<file path="config.mk">
export PLATFORM = sky130hd
export DESIGN_NAME = regfile_write_arbiter
export DESIGN_NICKNAME = d
export VERILOG_FILES = /design/src/rtl/regfile_write_arbiter.sv
export SDC_FILE = /design/constraint.sdc
export NUM_CORES = 1
export LEC_CHECK = 0
export CAP_MARGIN = 15
export CORE_UTILIZATION = 37
export CTS_CLUSTER_DIAMETER = 100
export DETAILED_ROUTE_END_ITERATION = 16
export PLACE_DENSITY_LB_ADDON = 0.1
export SYNTH_ARGS = -nofsm -noshare
export SYNTH_HDL_FRONTEND = slang
export SYNTH_SLANG_ARGS = --single-unit
</file>
<file path="constraint.sdc">
create_clock -name clk -period 1.53 [get_ports clk]
set_input_delay 0.459 -clock clk [delete_from_list [all_inputs] [get_ports clk]]
set_output_delay 0.459 -clock clk [all_outputs]
set_load 0.005 [all_outputs]
</file>
<file path="src/rtl/regfile_write_arbiter.sv">
// Round-robin arbiter for the 8-entry register file write port (ALU port A vs. load port B).
// Registers a one-hot write enable and write data one cycle after the grant, and counts contention cycles.
module regfile_write_arbiter #(
  parameter int DATA_W = 8,
  parameter int CNT_W  = 8
) (
  input  logic              clk,
  input  logic              rst_n,
  input  logic              hold,
  input  logic              a_valid,
  input  logic [2:0]        a_addr,
  input  logic [DATA_W-1:0] a_data,
  output logic              a_ready,
  input  logic              b_valid,
  input  logic [2:0]        b_addr,
  input  logic [DATA_W-1:0] b_data,
  output logic              b_ready,
  output logic [7:0]        we,
  output logic [DATA_W-1:0] wd,
  output logic [CNT_W-1:0]  contend_cnt
);

  typedef enum logic {
    PTR_A = 1'b0,
    PTR_B = 1'b1
  } ptr_e;

  ptr_e              ptr_q, ptr_d;
  logic              xfer;
  logic [2:0]        sel_addr;
  logic [DATA_W-1:0] sel_data;
  logic [7:0]        we_d;
  logic              contend;
  logic [7:0]        we_q;
  logic [DATA_W-1:0] wd_q;
  logic [CNT_W-1:0]  cnt_q;

  // The pointer only breaks ties; a lone requester is always granted.
  assign a_ready = ~hold & a_valid & (~b_valid | (ptr_q == PTR_A));
  assign b_ready = ~hold & b_valid & (~a_valid | (ptr_q == PTR_B));
  assign contend = ~hold & a_valid & b_valid;

  // NOTE: every signal driven here gets a default first, so no path leaves one unassigned and no latch is inferred.
  always_comb begin
    ptr_d    = ptr_q;
    xfer     = 1'b0;
    sel_addr = '0;
    sel_data = '0;
    if (a_ready) begin
      ptr_d    = PTR_B;
      xfer     = 1'b1;
      sel_addr = a_addr;
      sel_data = a_data;
    end else if (b_ready) begin
      ptr_d    = PTR_A;
      xfer     = 1'b1;
      sel_addr = b_addr;
      sel_data = b_data;
    end
  end

  always_comb begin
    we_d = '0;
    if (xfer) we_d[sel_addr] = 1'b1;
  end

  // NOTE: state uses non-blocking assignments so every register samples pre-edge values.
  always_ff @(posedge clk or negedge rst_n) begin
    if (!rst_n) begin
      ptr_q <= PTR_A;
      we_q  <= '0;
      wd_q  <= '0;
      cnt_q <= '0;
    end else begin
      ptr_q <= ptr_d;
      we_q  <= we_d;
      if (xfer) wd_q <= sel_data;
      if (contend && (cnt_q != {CNT_W{1'b1}})) cnt_q <= cnt_q + CNT_W'(1);
    end
  end

  assign we          = we_q;
  assign wd          = wd_q;
  assign contend_cnt = cnt_q;

endmodule

</file>
Yosys cells after proc, flatten, opt, wreduce, memory -nomap -nowiden
Index checks and enable logic that the tools add are counted.
{"block": "totals", "ff_bits": 25, "latchBits": 0, "mem_bits_rw": 0, "mem_bits_ro": 0, "input_bits": 27, "elab_cells": 33, "n_memories": 0}
{"block": "classes", "n_addsub": 1, "mul": 0, "div_mod_pow": 0, "order_cmp": 2, "n_eq_ne": 1, "n_shift": 0, "n_mux": 11, "bitwise": 11, "reduce_logical": 3}
{"cell": "$mux W8", "count": 3}
{"cell": "$add A8 B1 Y8 const B", "count": 1}
{"cell": "$ne A8 B8 Y1 const B", "count": 1}
{"cell": "$mux W3", "count": 2}
{"cell": "$and A1 B1 Y1", "count": 5}
{"cell": "$mux W1", "count": 5}
{"cell": "$lt A3 B4 Y1 const B", "count": 1}
{"cell": "$not A1 Y1", "count": 4}
{"cell": "$demux W1 S3", "count": 1}
{"cell": "$ge A3 B1 Y1 const B", "count": 1}
{"cell": "$logic_and A1 B1 Y1", "count": 2}
{"cell": "$or A1 B1 Y1", "count": 2}
{"cell": "$reduce_bool A2 Y1", "count": 1}

Depth between registers and ports, before layout
Gate-level depths: netlist (run 1).
{"block": "depth", "word_depth": 10, "depth_mapped": 7, "depth_no_buf": 5}

Worst setup path after synthesis (run 1)
OpenSTA, ideal clock, no wires.
{"block": "synth_path", "kind": "input-to-reg", "start": "input port b_valid", "end": "register cnt_q[7], in the netlist contend_cnt[7]", "setup_time_ps": 125, "arrival_ps": 1452, "required_ps": 1405, "path_slack_ps": -47, "stages": 5, "n_path_buf": 1, "cell_sequence": "buf_6 and3b_4 and4_4 and3_1 mux2_4"}
{"block": "synth_between", "elab_chain_cells": 2}
{"element": "start, declared", "line_no": "14", "rtl": "input logic b_valid,"}
{"element": "$and A1 B1 Y1", "line_no": "41", "rtl": "assign contend = ~hold & a_valid & b_valid;"}
{"element": "$logic_and A1 B1 Y1", "line_no": "78", "rtl": "if (contend && (cnt_q != {CNT_W{1'b1}})) cnt_q <= cnt_q + CNT_W'(1);"}
{"element": "end signal, assigned", "line_no": "78"}
{"element": "end, declared", "line_no": "36", "rtl": "logic [CNT_W-1:0] cnt_q;"}
Every way passes these cells.
A chain may end at the register's enable or synchronous reset.

Final worst setup path (run 1)
{"block": "layout_path", "start": "register ptr_q", "end": "output port b_ready"}
{"block": "layout_between", "elab_chain_cells": 2}
{"element": "start, declared", "line_no": "28", "rtl": "ptr_e ptr_q, ptr_d;"}
{"element": "start signal, assigned", "line_no": "75", "rtl": "ptr_q <= ptr_d;"}
{"element": "$or A1 B1 Y1", "line_no": "40", "rtl": "assign b_ready = ~hold & b_valid & (~a_valid | (ptr_q == PTR_B));"}
{"element": "$and A1 B1 Y1", "line_no": "40"}
{"element": "end, declared", "line_no": "17", "rtl": "output logic b_ready,"}
Every way passes these cells.

==> results of run 1 <==
[through the flow]
| step | setup slack, ps | hold WS [ps] | TNS, ps | std cells |
|---|---|---|---|---|
| after floorplan | -47.0 | 163 | -89.1 | 103 |
| after global placement | -749 | 494 | -13850 | 215 |
| after detailed placement | -768 | 493 | -14940 | 215 |
| after CTS | -213 | 468 | -358 | 232 |
| after global routing | -262 | 463 | -522 | 232 |
| final | -191 | 475 | -331 | 232 |
[path summary, 6_finish.rpt]
check	from	to	cells after the start
setup reg to reg	contend_cnt[0]	contend_cnt[6]	7
hold / removal	rst_n	contend_cnt[5]	2
setup / recovery	ptr_q	b_ready	3
min in group clk	wd[7]	wd[7]	1
max in group asynchronous	rst_n	wd[6]	2
hold reg to reg	wd[7]	wd[7]	1
[per-layer routing]
metal	global-route usage (%)	up-vias
met3	2.18	2
met1	24.4	561
met4	7.14	0
met2	34.4	33
li1	-	558
met5	0	-
[cell usage in the layout (no fill, tap or decap), types with 2 or more instances in the layout]
cell             instances
inv_1                    2
dlygate4sd2_1           23
nand2_1                  5
nor3b_1                  8
a21oi_1                  2
nor2_1                   3
or2_4                    2
or2_2                    2
o21ai_0                  2
mux2_2                   2
clkbuf_2                 2
dfrtp_1                 25
a32oi_2                  2
clkdlybuf4s50_1         23
buf_2                    3
buf_6                    7
buf_4                   26
a221o_2                  7
nor3_2                   5
clkbuf_4                 3
nor3_1                   4
[final cells by class]
class	instances	area, um^2	area share (%)
Clock buffer	4	26.3	1.24
Inverter	2	7.51	0.355
Multi-Input combinational cell	71	641	30.3
Sequential cell	25	626	29.6
Tap cell	44	55.1	2.60
Timing Repair Buffer	86	761	36.0
[what timing repair did]
item                       CTS  global route
setup endpoints to repair   50            21
setup buffers               13             1
pin swaps                    4             4
resized for setup           51            21
[logic make-up (layout without fill, tap and decap cells)]
group	Yosys count	in the layout	synth area share, %
multiplexers	3	3	3.11
AO/OA/AOI/OAI	23	23	17.0
adder cells (fa/ha/maj)	1	1	1.04
XOR/XNOR	2	2	1.45
flip-flops	25	25	51.8
AND/OR/NAND/NOR	42	42	21.0
buffers and inverters	7	92	4.66
[flip-flops by register name, indices dropped and copies added (netlist names)]
signal and count:
contend_cnt 8, we 8, ptr_q 1, wd 8
[worst max-delay path: cells and delay by family (launching register included)]
kind          cells  cell delay [ps]
flops             1              450
buf+inv           1              120
simple gates      2              380
[where the power goes]
part           internal (mW)  switching, mW
logic                  0.571          0.356
clock network          0.102          0.190
registers              0.767         0.0740
==> parameters.txt, run 1 <==
Parameter                              Value

Logic synthesis
  Library cells used by synthesis    36
  Most common library cells after synthesis    25 x dfrtp_1, 9 x nor3_1, 8 x nor3b_1
  Main flop type after synthesis    dfrtp_1
  Proportion of netlist area held by the largest area contributor    51.8%
  Most repeated cell in the gate-level netlist after synthesis    dfrtp_1
  Ranking of synthesized cells by area    dfrtp_1 52%, a221o_2 6.5%, nor3b_1 5.0%, nor3_1 3.7%, a32oi_1 2.9%
  Cell type contributing the most total cell area after synthesis    dfrtp_1
  Ys async rst share    100%
  Cells after Synth    between 100 and 150
  Avg Inst Size Synth    roughly 12 um^2
  Post-synthesis net count    131
  Cell area after synthesis    around 1200 um^2
  Total of flip-flops plus latches after synthesis    25
  Total number of yosys warnings    0
  Sequential-to-total area share from yosys stat    51.8%
  Number of enable flip-flop cells after synthesis    0

STA
  Max Slew Vio Count    0
  Setup repair after global routing missed its margin    yes
  Final setup vio count    2
  Clock skew    6.46 ps
  Max Clock Freq    about 0.58 GHz
  Worst setup slack after layout    -191 ps
  Part of the cycle the worst path needs    112%
  Hold Violations, Final    0
  Final worst path period need    ~1700 ps
  Worst-Margin Slew    371 ps
  Worst slew margin relative to its limit    ~75%

Layout
  Fraction of final layout cells sized beyond drive strength 1    about two fifths
  Antenna cell count    0
  # nets final    roughly 220
  Post-route cell area    roughly 2100 um^2
  Layout area overhead    75.1%
  Total of fill cells in the finished design    264
  Core Util, Final    about 69%

Drt
  Vias per Instance    ~5.0
  Post-Route M1 WL    ~1.4 mm
  Top metal layer carrying routed signals    met4
  DRC marker count from the first detailed-route iteration    47
  Number of routed nets with antenna violations    0
  Routed wire per std cell    between 10 and 15 um
  Met2 wirelength from detailed routing    around 1.6 mm
  Total Wirelength    approximately 3.2 mm
  Routed length on met3    roughly 140 um
  Drt drc    0
  Number of iterations in the first detailed-routing pass    2
  Vias    roughly 1200

Global routing
  Via count of the first global-routing pass    1149
  Global-route wire length before repair    5.09 mm
  Antenna violations before repair    0
  Pin count of the biggest net entering global routing    26
  GRT Residual Overflow    0
  Global router's overall resource usage    approximately 19%

CTS
  Clk Latency, worst-skew pair    310 ps
  Clock Tree Buf Depth    2
  Num CTS Buffers    3
  Clock Root Buffer    clkbuf_4
  TritonCTS clock tree    built
  H-tree depth    1
  Post-cts hold buffer count    0
  Clock-pin slew of the registers on the worst-case setup and hold paths    approximately 140 ps
  Sink count of the clock tree    25

Floorplan
  Vert. Die Dim    slightly below 60 um
  Die outline width    just under 60 um
  Rows    20
  Starting Density    between 30% and 40%
  Area enclosed by the die boundary    between 3000 and 4000 um^2
  Core region area    3080 um^2
  Ports placed on the boundary    53

Worst setup path
  Worst Setup End Kind    primary output
  Maximum cell stage delay along the critical path    between 400 and 500 ps
  Cell chain of the critical path    or2b_1, nor3b_1, buf_2
  Reg-to-reg slack, setup    ~20 ps
  Critical path start-end classification    reg -> out
  Arrival time of data at the critical path endpoint    ~1300 ps
  Crit-path slowest cell    dfrtp_1
  Peak fanout along the critical path    3
  CP startpoint kind    register
  Critical path data required time    1070 ps

Status
  Outcome    finished, violations left
  Violated checks    setup timing

Job
  Number of maximum-capacitance violations    0

Power and ir drop
  Peak supply drop    about 0.71 mV
  Power density cells    roughly 970 nW/um^2
  Leakage Power    0.979 nW
  Final total power    between 2 and 2.5 mW

Placed design
  Hpwl dp    roughly 2.2 mm
  Placement Cell Area    around 1900 um^2
  Port Buffer Count    52
  Weighted congestion reported at the end of routability-driven placement    0.736

Worst hold path
  Tightest Hold Check Type    in -> async
Note: power is estimated with default switching activity, not from simulation.
==> inputs of run 2 (changes only) <==
SLEW_MARGIN = 20   (was default)
==> results of run 2 <==
No change in the layout: final DEF, timing and power equal those of run 1.
==> inputs of run 3 (changes only) <==
HOLD_SLACK_MARGIN = 0.1   (was default)
SKIP_CTS_REPAIR_TIMING = 1   (was default)
==> parameters.txt, run 3 (same netlist as run 1, synthesis figures left out) <==
Parameter                              Value

Status
  Outcome    finished, violations left (unchanged)
  Violated checks    setup timing (unchanged)

Worst setup path
  Reg-to-reg slack, setup    20 ps (about the same)
  Critical path startpoint    ptr_q (unchanged)
  Maximum cell stage delay along the critical path    460 ps (was 450 ps)
  WP depth    3 (unchanged)
  Worst Setup End Kind    primary output (unchanged)
  Cell chain of the critical path    or2b_1, nor3b_1, clkbuf_2 (was or2b_1, nor3b_1, buf_2)
  Endpoint of the most critical setup path    b_ready (unchanged)
  Critical path data required time    1070 ps (about the same)
  Critical path buffers and inverters    1 (unchanged)
  Startpoint of the lowest-slack register-to-register path    ptr_q (was contend_cnt[0])
  Worst path top cell family by delay    flip-flops (unchanged)
  Depth of the worst register-to-register path    5 (was 7)
  CP startpoint kind    register (unchanged)
  Critical path start-end classification    reg -> out (unchanged)
  Peak fanout along the critical path    3 (unchanged)
  Arrival time of data at the critical path endpoint    1280 ps (was 1260 ps)
  Endpoint of the worst register-to-register path    we[5] (was contend_cnt[6])
  Crit-path slowest cell    dfrtp_1 (unchanged)

STA
  Worst slew margin relative to its limit    76.0% (was 75.2%)
  Final worst path period need    1740 ps (was 1720 ps)
  Clock skew    1.88 ps (was 6.46 ps)
  Worst-Margin Slew    356 ps (was 371 ps)
  Max Clock Freq    0.576 GHz (was 0.581 GHz)
  Hold Violations, Final    0 (unchanged)
  Final Hold Slack    482 ps (was 475 ps)
  Final setup vio count    4 (was 2)
  Total Neg Setup Slack    -413 ps (was -331 ps)
  Part of the cycle the worst path needs    113% (was 112%)
  Setup repair after global routing missed its margin    yes (unchanged)
  Worst setup slack after layout    -205 ps (was -191 ps)
  Max Slew Vio Count    0 (unchanged)

Drt
  Number of routed nets with antenna violations    0 (unchanged)
  Drt drc    0 (unchanged)
  Routed wire per std cell    13.5 um (was 13.7 um)
  Vias per Instance    4.97 (about the same)
  Total Wirelength    3.16 mm (was 3.17 mm)
  Number of iterations in the first detailed-routing pass    4 (was 2)
  DRC marker count from the first detailed-route iteration    37 (was 47)
  Vias    1158 (was 1154)

Layout
  Layout area overhead    80.5% (was 75.1%)
  Core Util, Final    70.9% (was 68.7%)
  Layout Cells excl Fill    233 (was 232)
  Post-route cell area    2180 um^2 (was 2120 um^2)
  # nets final    218 (was 217)
  Most common cell after layout, fill and taps aside    buf_4 (unchanged)
  Antenna cell count    0 (unchanged)
  Most used cells in the layout excluding fill and tap cells    33 x buf_4, 26 x dlymetal6s2s_1, 25 x dfrtp_1, 23 x clkdlybuf4s50_1, 8 x nor3b_1 (was 26 x buf_4, 25 x dfrtp_1, 23 x clkdlybuf4s50_1, 23 x dlygate4sd2_1, 8 x nor3b_1)
  Fraction of final layout cells sized beyond drive strength 1    40.2% (was 40.4%)

CTS
  H-tree depth    1 (unchanged)
  Clock Tree Buf Depth    2 (unchanged)
  Sink count of the clock tree    25 (unchanged)
  Clock Root Buffer    clkbuf_4 (unchanged)
  TritonCTS clock tree    built (unchanged)
  Clk Latency, worst-skew pair    310 ps (about the same)
  Num CTS Buffers    3 (unchanged)
  Clock-pin slew of the registers on the worst-case setup and hold paths    130 ps (was 140 ps)

Global routing
  Antenna violations before repair    0 (unchanged)
  Pin count of the biggest net entering global routing    26 (unchanged)
  GRT Residual Overflow    0 (unchanged)
  Global router's overall resource usage    17.7% (was 19.5%)
  Via count of the first global-routing pass    1084 (was 1149)
  Global-route wire length before repair    4.69 mm (was 5.09 mm)

Floorplan
  Starting Density    39.3% (unchanged)
  Vert. Die Dim    59.2 um (unchanged)
  Ports placed on the boundary    53 (unchanged)
  Area enclosed by the die boundary    3500 um^2 (unchanged)
  Die outline width    59.2 um (unchanged)
  Rows    20 (unchanged)
  Core region area    3080 um^2 (unchanged)

Placed design
  Hpwl dp    2.15 mm (unchanged)
  Placement Cell Area    1910 um^2 (unchanged)
  Cell count after placement    215 (unchanged)
  Weighted congestion reported at the end of routability-driven placement    0.736 (unchanged)
  Worst setup timing slack at the placement stage    -768 ps (unchanged)
  Port Buffer Count    52 (unchanged)

Power and ir drop
  Leakage Power    1.24 nW (was 0.979 nW)
  Power density cells    926 nW/um^2 (was 974 nW/um^2)
  Gate power share    44.3% (was 45.0%)
  Final total power    2.02 mW (was 2.06 mW)
  Net Sw Power    0.591 mW (was 0.620 mW)
  Peak supply drop    0.678 mV (was 0.714 mV)
  Sw Share    29.2% (was 30.1%)
  Power share of the clock group    14.5% (was 14.2%)
  Flop pwr share    41.2% (was 40.8%)
  Internal Power    1.43 mW (was 1.44 mW)

Worst hold path
  Tightest Hold Check Type    in -> async (unchanged)

Job
  Number of maximum-capacitance violations    0 (unchanged)
-- run 3: per-layer routing --
metal | vias up | part of all wire, % | GRT usage, %
met5 | - | 0 | 0
met4 | 0 | 0.51 | 7.14
met3 | 2 | 4.6 | 2.18
met2 | 33 | 50 | 30.0
met1 | 566 | 44 | 22.8
li1 | 557 | - | -
-- run 3: area by class of cell --
cell class / instances / area [um^2]
Fill cell: 236 / 896
Timing Repair Buffer: 87 / 850
Sequential cell: 25 / 626
Multi-Input combinational cell: 71 / 618
Tap cell: 44 / 55.1
Clock buffer: 4 / 26.3
Inverter: 2 / 7.51
-- run 3: how the worst min path moves through the flow --
stage               startpoint             end  slack (ps)  cells past startpoint
global placement         wd[0]           wd[0]         490                      1
finish                   rst_n  contend_cnt[5]         480                      2
global route             rst_n  contend_cnt[6]         460                      2
floorplan                rst_n  contend_cnt[0]         160                      0
detailed placement       wd[7]           wd[7]         490                      1
CTS                      rst_n  contend_cnt[5]         470                      2
-- run 3: power groups by stage --
stage	combinational, mW	sequential, mW	clock [mW]
6_report	0.896	0.832	0.292
2_1_floorplan	0.227	0.891	0
3_5_place_dp	0.738	0.858	0
3_3_place_gp	0.721	0.850	0
5_1_grt	0.982	0.846	0.343
4_1_cts	0.742	0.844	0.312
